`src/rtl/serial_pattern_tx.sv`:
```
// MSB-first serial transmitter feeding the "01" pattern detector; counts the
// 0->1 transitions it emits so that count can serve as the detector reference.
module serial_pattern_tx #(
  parameter int WIDTH = 8,
  parameter int CNT_W = 8
) (
  input  logic             clk,
  input  logic             reset_n,
  input  logic             en,
  input  logic             start,
  input  logic [WIDTH-1:0] data,
  input  logic             pat_clr,
  output logic             ready,
  output logic             a,
  output logic             done,
  output logic [CNT_W-1:0] pat_cnt
);

  localparam int BC_W = $clog2(WIDTH + 1);

  typedef enum logic {
    ST_IDLE  = 1'b0,
    ST_SHIFT = 1'b1
  } state_t;

  state_t           r_state, w_state_next;
  logic [WIDTH-1:0] r_shreg, w_shreg_next;
  logic [BC_W-1:0]  r_bit_cnt, w_bit_cnt_next;
  logic             r_a, w_a_next;
  logic             r_done, w_done_next;
  logic [CNT_W-1:0] r_pat_cnt, w_pat_cnt_next;
  logic             w_shift;

  assign w_shift = (r_state == ST_SHIFT) && en;

  always_ff @(posedge clk or negedge reset_n) begin
    if (!reset_n) begin
      r_state   <= ST_IDLE;
      r_shreg   <= '0;
      r_bit_cnt <= '0;
      r_a       <= 1'b1;
      r_done    <= 1'b0;
      r_pat_cnt <= '0;
    end else begin
      r_state   <= w_state_next;
      r_shreg   <= w_shreg_next;
      r_bit_cnt <= w_bit_cnt_next;
      r_a       <= w_a_next;
      r_done    <= w_done_next;
      r_pat_cnt <= w_pat_cnt_next;
    end
  end

  always_comb begin
    w_state_next   = r_state;
    w_shreg_next   = r_shreg;
    w_bit_cnt_next = r_bit_cnt;
    w_a_next       = r_a;
    w_done_next    = 1'b0;

    case (r_state)
      ST_IDLE: begin
        // The accepting edge only loads; the first bit goes out on the next en edge.
        if (start) begin
          w_shreg_next   = data;
          w_bit_cnt_next = BC_W'(WIDTH);
          w_state_next   = ST_SHIFT;
        end
      end
      ST_SHIFT: begin
        if (en) begin
          w_a_next       = r_shreg[WIDTH-1];
          w_shreg_next   = {r_shreg[WIDTH-2:0], 1'b0};
          w_bit_cnt_next = r_bit_cnt - BC_W'(1);
          if (r_bit_cnt == BC_W'(1)) begin
            w_done_next  = 1'b1;
            w_state_next = ST_IDLE;
          end
        end
      end
      default: w_state_next = ST_IDLE;
    endcase
  end

  // Clear has priority over a same-edge increment; the count saturates.
  always_comb begin
    w_pat_cnt_next = r_pat_cnt;
    if (pat_clr) begin
      w_pat_cnt_next = '0;
    end else if (w_shift && r_shreg[WIDTH-1] && !r_a && (r_pat_cnt != {CNT_W{1'b1}})) begin
      w_pat_cnt_next = r_pat_cnt + CNT_W'(1);
    end
  end

  assign ready   = (r_state == ST_IDLE);
  assign a       = r_a;
  assign done    = r_done;
  assign pat_cnt = r_pat_cnt;

endmodule

```
`config.mk`:
```
export PLATFORM = sky130hd
export DESIGN_NAME = serial_pattern_tx
export DESIGN_NICKNAME = d
export VERILOG_FILES = /design/src/rtl/serial_pattern_tx.sv
export SDC_FILE = /design/constraint.sdc
export NUM_CORES = 1
export LEC_CHECK = 0
export ABC_AREA = 1
export CAP_MARGIN = 25
export CORE_MARGIN = 4
export CORE_UTILIZATION = 45
export CTS_CLUSTER_SIZE = 16
export DETAILED_ROUTE_END_ITERATION = 8
export GPL_ROUTABILITY_DRIVEN = 0
export PLACE_DENSITY = 0.82
export SYNTH_ARGS = -nofsm -noshare
export SYNTH_HDL_FRONTEND = slang
export SYNTH_SLANG_ARGS = --single-unit
export TNS_END_PERCENT = 1
```
`constraint.sdc`:
```
create_clock -name clk -period 1.18 [get_ports clk]
set_input_delay 0.118 -clock clk [delete_from_list [all_inputs] [get_ports clk]]
set_output_delay 0.118 -clock clk [all_outputs]
set_load 0.02 [all_outputs]
```
==> qor.csv, run 1 <==
metric;value;unit
startpoint;pat_cnt[1];
cts_tree;done;
p_seq_share;43.5;%
hpwl;2020;um
dp_slack;-0.228;ns
clkLatencyLatePin;0.31;ns
postRouteAntennaNets;0;
antenna_found_initial;0;
netlist_instances;140;
cp_top_family;simple AND/OR/NAND/NOR gates;
post-route-period-util;105;%
failed_checks;negative setup slack;
synth-simple-area-share;34.5;%
required;1.44;ns
row_count;18;
path_clk_slew;0.13;ns
setup-tns-final;-0.237;ns
path_max_fanout;4;
synthesis.nets;156;
synth_top_family_by_area;simple AND/OR/NAND/NOR gates;
clock_skew;0.00657;ns
dieHeight;59.6;um
dieArea;0.00355;mm2
endpoint;pat_cnt[5];
via_per_inst;5.15;
wl;2640;um
drc_errors;0;
p_leak;0.815;nW
drt_first_pass_iters;4;
drtIter0Drc;36;
crit_top_cell;nor2_1;
slowest_stage;dfrtp_2;
diodes;0;
pwr-share-clk;13.4;%
synth_cell_types;23;
cts-root-buf;clkbuf_4;
report.final.slew_viol_count;0;
core_area;0.00250;mm2
crit_buf_inv;1;
power.density;1710;mW/mm2
area_growth;35.1;%
path_class;reg2reg;
outcome;complete, but fails checks;
clock_sinks;23;
worst_pin_slew;0.294;ns
reg2reg_from;pat_cnt[1];
htreeDepth;1;
cts_buffer_depth;2;
path_depth;7;
grt_usage;16.6;%
crit_path_start_kind;register;
reg2reg_depth;7;
finalPower;2.77;mW
die_x;59.6;um
holdBufCountCts;0;
hold_viol;0;
path_cells;buf_4, nand3_1, nor2_1, nor2_1, nor2_1, nand2_2, nand2_2;
cts_buffers;3;
cp_slowest_stage_delay;0.43;ns
p_sw_share;38.5;%
drv_cap;0;
io_pins;24;
power.switching;1.07;mW
synthAdderAreaFrac;3.13;%
min_path_type;in2async;
nNetsFinal;197;
yosysTopAreaCell;dfrtp_1;
stdcell_count;210;
synth_seq_cells;23;
p_int;1.70;mW
post_cts_buffers;0;
reg2reg_to;pat_cnt[5];
drive_above_1_share;28.3;%
slew_headroom;80.4;%
io_buffers;23;
grt_overflow;0;
fmax;808;MHz
yosys-top-cells-area;dfrtp_1, nand2_1, nand3_1;
r2r_slack;-0.06;ns
p_comb_share;43.1;%
synth_mux_area_share;0;%
yosys.area.top_type_share;46.0;%
setup_violations;6;
vias;1081;
setup_slack;-0.0572;ns
utilization;64.7;%
rsz0062_at_grt;true;
synth_area;0.00120;mm2
worstPathArrival;1.50;ns
ys_seq_area_share;48.2;%
ir_drop;1.42;mV
ys_warn_count;0;
grt_pass1_wl;4450;um
start_util;47.9;%
syn_avg_cell_area;8.55;um2
synth_xor_xnor_area_share;2.93;%
min_period;1.24;ns
end_kind;register;
synth-compound-area-share;5.96;%
dp_cells;206;
post_drt_wl_per_cell;12.6;um
first_global_vias;1055;
grt_max_degree;24;
## final cells by class
type	count	area, um2
Fill cell	200	882
Timing Repair Buffer	39	313
Clock buffer	3	22.5
Tap cell	30	37.5
Sequential cell	23	582
Multi-Input combinational cell	104	618
Inverter	10	40.0
Clock inverter	1	5.00
## cell usage in the layout (no fill, tap or decap), drive strengths merged, types with 3 or more instances in the layout
cell           count
clkbuf             7
a31oi              7
nand3             20
nand2             40
inv               10
buf               21
ha                 3
xor2               3
dfrtp             22
nor2              21
clkdlybuf4s50     12
o21ai              3
## how the worst min path moves through the flow
stage	end	slack, ns	cells past startpoint
final	pat_cnt[0]	0.14	2
after global routing	pat_cnt[0]	0.16	2
after CTS	pat_cnt[2]	0.15	2
after detailed placement	r_bit_cnt[3]	0.48	2
after global placement	r_bit_cnt[3]	0.47	2
after floorplan	done	-0.18	0
## metal layers
layer	track usage, %	share of wire, %	vias up	wire length, um
met5	0	0	-	0
met4	4.75	0.34	0	9
met3	1.96	5.6	2	149
li1	-	-	542	-
met1	19.0	42	508	1110
met2	31.7	52	29	1370
## synthesized netlist by cell type (all sizes together)
cell,number
xnor2,1
dfrtp,22
buf,2
a31oi,7
o22ai,2
inv,10
o21ai,3
nand3,20
dfstp,1
nor2,21
xor2,3
nand4,2
nor3,2
clkbuf,1
nand2,40
ha,3
## logic make-up (layout without fill, tap and decap cells)
| kind of cell | count (synthesis) | count (layout) |
|---|---|---|
| simple gates | 85 | 85 |
| flops | 23 | 23 |
| buf+inv | 13 | 53 |
| compound gates | 12 | 12 |
| xor+xnor | 4 | 4 |
| fa+ha+maj | 3 | 3 |
## timing repair
item / 4_1_cts / 5_1_grt
resized for setup: 28 / 20
pin swaps: 2 / 4
setup endpoints to repair: 19 / 22
## flip-flops by register name (all words and copies together), names as in the netlist
register and flops:
pat_cnt 8, r_shreg 8, r_bit_cnt 4, a 1, done 1, r_state 1
## metrics by stage
stage                     area, um2  hold slack (ns)
after floorplan                1220           -0.178
after global placement         1580            0.466
after detailed placement       1580            0.476
after CTS                      1610            0.151
after global routing           1620            0.159
final                          1620            0.144
## power by group through the flow
| stage | logic [mW] | registers, mW | clock network, mW |
|---|---|---|---|
| 6_report | 1.19 | 1.21 | 0.372 |
| 5_1_grt | 1.32 | 1.24 | 0.422 |
| 4_1_cts | 1.16 | 1.20 | 0.378 |
| 3_5_place_dp | 1.17 | 1.22 | 0 |
| 3_3_place_gp | 1.12 | 1.21 | 0 |
| 2_1_floorplan | 0.713 | 1.26 | 0 |
Note: power is estimated with default switching activity, not from simulation.
==> run 2, diff against run 1 <==
CORE_UTILIZATION = 54   (was 45)
PLACE_DENSITY = 0.91   (was 0.82)
clock period = 1.6 ns   (was 1.18 ns; I/O delays follow)
==> qor.csv, run 2 (synthesis gave the netlist of run 1 again) <==
metric;value;unit
outcome;finished, final reports clean;
via_per_inst;5.61;
rsz0062_at_grt;false;
hold_viol;0;
final_area;0.00149;mm2
dpl_cell_area;0.00146;mm2
clock_sinks;23;
post-route-period-util;97.3;%
diodes;0;
setup_slack;0.0437;ns
fill_cells;168;
worstPathArrival;1.40;ns
min_path_type;in2async;
htreeDepth;1;
path_max_fanout;5;
power.switching;0.738;mW
report.final.slew_viol_count;0;
crit_path_start_kind;register;
cts_buffer_depth;2;
p_comb_share;38.9;%
required;1.44;ns
grt_max_degree;24;
setup_violations;0;
cts-root-buf;clkbuf_4;
post_drt_wl_per_cell;13.1;um
pwr-share-clk;13.8;%
p_int;1.18;mW
path_clk_slew;0.12;ns
clock_skew;0.00831;ns
nNetsFinal;184;
row_count;16;
p_seq_share;47.3;%
vias;1088;
crit_buf_inv;1;
clkLatencyLatePin;0.31;ns
grt_usage;19.8;%
drtIter0Drc;29;
path_cells;clkdlybuf4s50_1;
drv_cap;0;
drive_above_1_share;10.2;%
drt_first_pass_iters;5;
io_buffers;23;
slew_headroom;77.6;%
core_area;0.00204;mm2
drc_errors;0;
setup-tns-final;0;ns
cp_slowest_stage_delay;0.64;ns
end_kind;output pin;
cp_top_family;buffers and inverters;
worst_pin_slew;0.335;ns
slowest_stage;clkdlybuf4s50_1;
p_leak;0.728;nW
start_util;58.6;%
startpoint;pat_cnt[0];
dieArea;0.00303;mm2
holdBufCountCts;0;
grt_pass1_wl;4300;um
power.density;1290;mW/mm2
final_cell_mix;nand2_1, dfrtp_1, nor2_1, clkdlybuf4s50_1, nand3_1;
min_period;1.56;ns
ir_drop;1.06;mV
path_class;reg2out;
final_common_cell;nand2_1;
p_sw_share;38.4;%
hpwl;1900;um
cts_tree;done;
cts_buffers;3;
wl;2540;um
io_pins;24;
first_global_vias;1063;
postRouteAntennaNets;0;
antenna_found_initial;0;
dp_slack;0.161;ns
die_x;55.1;um
multi_input_area;557;um2
reg2reg_from;pat_cnt[0];
grt_overflow;0;
area_growth;24.2;%
fmax;643;MHz
dieHeight;55.1;um
seqCellArea;577;um2
## run 2: cell types whose count changed in the layout (fill, tap and decap cells not counted), sizes merged
cell | previous run | this run
clkinv | 1 | 0
clkbuf | 7 | 4
dlygate4sd2 | 2 | 1
clkdlybuf4s50 | 12 | 20
dlymetal6s2s | 0 | 2
buf | 21 | 3
## run 2: final cells by class
cell class	count	share of cell area (%)
Clock buffer	4	1.77
Inverter	10	2.52
Multi-Input combinational cell	104	37.4
Sequential cell	23	38.8
Tap cell	27	2.27
Timing Repair Buffer	26	17.2
## run 2: worst paths after layout
kind,end,slack [ns],cells after the start
worst max-delay path,pat_cnt[0],0.04,1
worst min-delay path,r_shreg[7],0.19,2
worst max register to register,pat_cnt[6],0.16,8
worst min register to register,a,0.53,2
max in group asynchronous,a,1.13,2
min in group clk,r_shreg[0],0.40,3
## run 2: through the flow
step / power, mW / instances / utilization, % / hold slack (ns)
2_1_floorplan: 1.45 / 140 / - / -0.136
3_3_place_gp: 1.63 / 190 / 71.4 / 0.468
3_5_place_dp: 1.68 / 190 / 71.4 / 0.508
4_1_cts: 1.92 / 194 / 72.6 / 0.207
5_1_grt: 2.07 / 194 / 72.9 / 0.196
6_report: 1.92 / 194 / 72.9 / 0.189
## run 2: power groups by stage
stage / logic [mW] / registers (mW) / clock network [mW]
4_1_cts: 0.753 / 0.906 / 0.263
3_3_place_gp: 0.719 / 0.910 / 0
5_1_grt: 0.838 / 0.934 / 0.294
2_1_floorplan: 0.523 / 0.925 / 0
6_report: 0.748 / 0.909 / 0.265
3_5_place_dp: 0.759 / 0.918 / 0
## run 2: metal layers
metal / global-route usage, % / part of all wire (%) / up-vias
met1: 22.0 / 41 / 509
met5: 0 / 0 / -
met2: 37.4 / 51 / 51
li1: - / - / 517
met3: 2.41 / 6.6 / 11
met4: 8.91 / 1.9 / 0
## run 2: worst reg2reg max path, delay by kind of cell, from the launching register on
kind / cells / cell delay [ns]
fa+ha+maj: 1 / 0.24
buf+inv: 1 / 0.06
flops: 1 / 0.45
simple gates: 6 / 0.59
## run 2: repair_timing
action | CTS | global route
setup buffers | 0 | 0
endpoints found under the setup margin | 1 | 2
pin swaps | 0 | 0
resized for setup | 1 | 2
==> run 3, diff against run 2 <==
CORE_UTILIZATION = 56   (was 54)
CTS_BUF_LIST = sky130_fd_sc_hd__clkbuf_4 sky130_fd_sc_hd__clkbuf_8   (was unset)
PLACE_DENSITY = 0.94   (was 0.91)
==> qor.csv, run 3 (synthesis gave the netlist of run 1 again) <==
metric;value;unit
outcome;finished, final reports clean;
r2r_slack;0.16;ns
path_clk_slew;0.12;ns
power.density;1310;mW/mm2
reg2reg_from;pat_cnt[0];
crit_buf_inv;1;
p_comb_share;38.2;%
nNetsFinal;184;
min_period;1.52;ns
cts_tree;done;
worst_pin_slew;0.356;ns
clock_sinks;23;
final_cell_mix;nand2_1, dfrtp_1, nor2_1, nand3_1, clkdlybuf4s50_1;
core_area;0.00200;mm2
finalPower;1.96;mW
report.final.slew_viol_count;0;
reg2reg_depth;8;
p_seq_share;47.3;%
post_cts_buffers;0;
reg2reg_to;pat_cnt[5];
cts_buffers;3;
worst_hold_slack;0.189;ns
start_util;59.8;%
end_kind;output pin;
grt_overflow;0;
rsz0062_at_grt;false;
pwr-share-clk;14.6;%
final_common_cell;nand2_1;
p_int;1.20;mW
drive_above_1_share;11.4;%
postRouteAntennaNets;0;
post-route-period-util;94.8;%
hpwl;1980;um
drc_errors;0;
antenna_found_initial;0;
area_growth;25.2;%
cp_slowest_stage_delay;0.62;ns
slowest_stage;clkdlybuf4s50_1;
die_x;54.2;um
dieHeight;54.2;um
slew_headroom;76.3;%
clkLatencyLatePin;0.31;ns
io_buffers;23;
p_sw_share;38.8;%
htreeDepth;1;
diodes;0;
path_max_fanout;4;
setup-tns-final;0;ns
path_cells;clkdlybuf4s50_1;
path_class;reg2out;
cts_buffer_depth;2;
worstPathArrival;1.36;ns
drt_first_pass_iters;4;
clock_skew;0.00260;ns
wl;2700;um
grt_usage;21.3;%
dieArea;0.00294;mm2
via_per_inst;5.60;
holdBufCountCts;0;
setup_violations;0;
p_leak;0.789;nW
hold_viol;0;
grt_pass1_wl;4490;um
first_global_vias;1033;
min_path_type;in2async;
io_pins;24;
required;1.44;ns
fmax;659;MHz
power.switching;0.760;mW
ir_drop;1.08;mV
crit_path_start_kind;register;
drtIter0Drc;39;
cts-root-buf;clkbuf_4;
vias;1086;
post_drt_wl_per_cell;13.9;um
row_count;16;
drv_cap;0;
cp_top_family;buffers and inverters;
grt_max_degree;24;
==> run 3: cell count changes in the layout (fill, tap and decap cells not counted) <==
cell | before | now
dfrtp_1 | 22 | 21
dfrtp_2 | 0 | 1
clkdlybuf4s50_1 | 20 | 16
dlymetal6s2s_1 | 2 | 5
dlygate4sd2_1 | 1 | 2
clkbuf_1 | 1 | 0
clkbuf_4 | 3 | 4
==> run 3: worst max-delay path by stage <==
stage                       endpoint  startpoint  cells after the start  slack [ns]
final                     pat_cnt[1]  pat_cnt[1]                      1        0.08
after global routing      pat_cnt[1]  pat_cnt[1]                      1        0.02
after CTS                 pat_cnt[3]  pat_cnt[3]                      1       0.009
after detailed placement  pat_cnt[5]          en                      7        0.16
after global placement             a           a                      1        0.25
after floorplan           pat_cnt[5]  pat_cnt[0]                      8        0.22
==> run 3: cell type report <==
cell class | instances | area, um2
Inverter | 10 | 37.5
Fill cell | 159 | 503
Sequential cell | 23 | 578
Multi-Input combinational cell | 104 | 557
Tap cell | 27 | 33.8
Timing Repair Buffer | 26 | 263
Clock buffer | 4 | 30.0
==> run 3: per-layer routing <==
layer	vias to the layer above	share of wire [%]	GRT usage, %
met4	0	2.3	9.96
met1	514	40	25.3
li1	518	-	-
met3	7	5.8	2.72
met5	-	0	0
met2	47	52	37.8
==> run 3: power by group through the flow <==
| stage | Combinational, mW | Sequential, mW | Clock, mW |
|---|---|---|---|
| after floorplan | 0.523 | 0.925 | 0 |
| after global placement | 0.706 | 0.920 | 0 |
| after detailed placement | 0.759 | 0.930 | 0 |
| after CTS | 0.747 | 0.921 | 0.289 |
| after global routing | 0.843 | 0.951 | 0.323 |
| final | 0.747 | 0.925 | 0.285 |
==> run 3: what timing repair did <==
| item | in CTS | in global routing |
|---|---|---|
| resized for setup | 3 | 5 |
| setup endpoints to repair | 2 | 5 |
| gates cloned | 0 | 0 |
==> run 3: per-stage QoR <==
| step | instances | utilization [%] | worst slack (ns) | cell area [um2] |
|---|---|---|---|---|
| floorplan | 140 | - | 0.221 | 1200 |
| global placement | 190 | 72.8 | 0.249 | 1460 |
| detailed placement | 190 | 72.8 | 0.157 | 1460 |
| CTS | 194 | 74.3 | 0.00927 | 1490 |
| global route | 194 | 74.9 | 0.0154 | 1500 |
| finish | 194 | 74.9 | 0.0830 | 1500 |
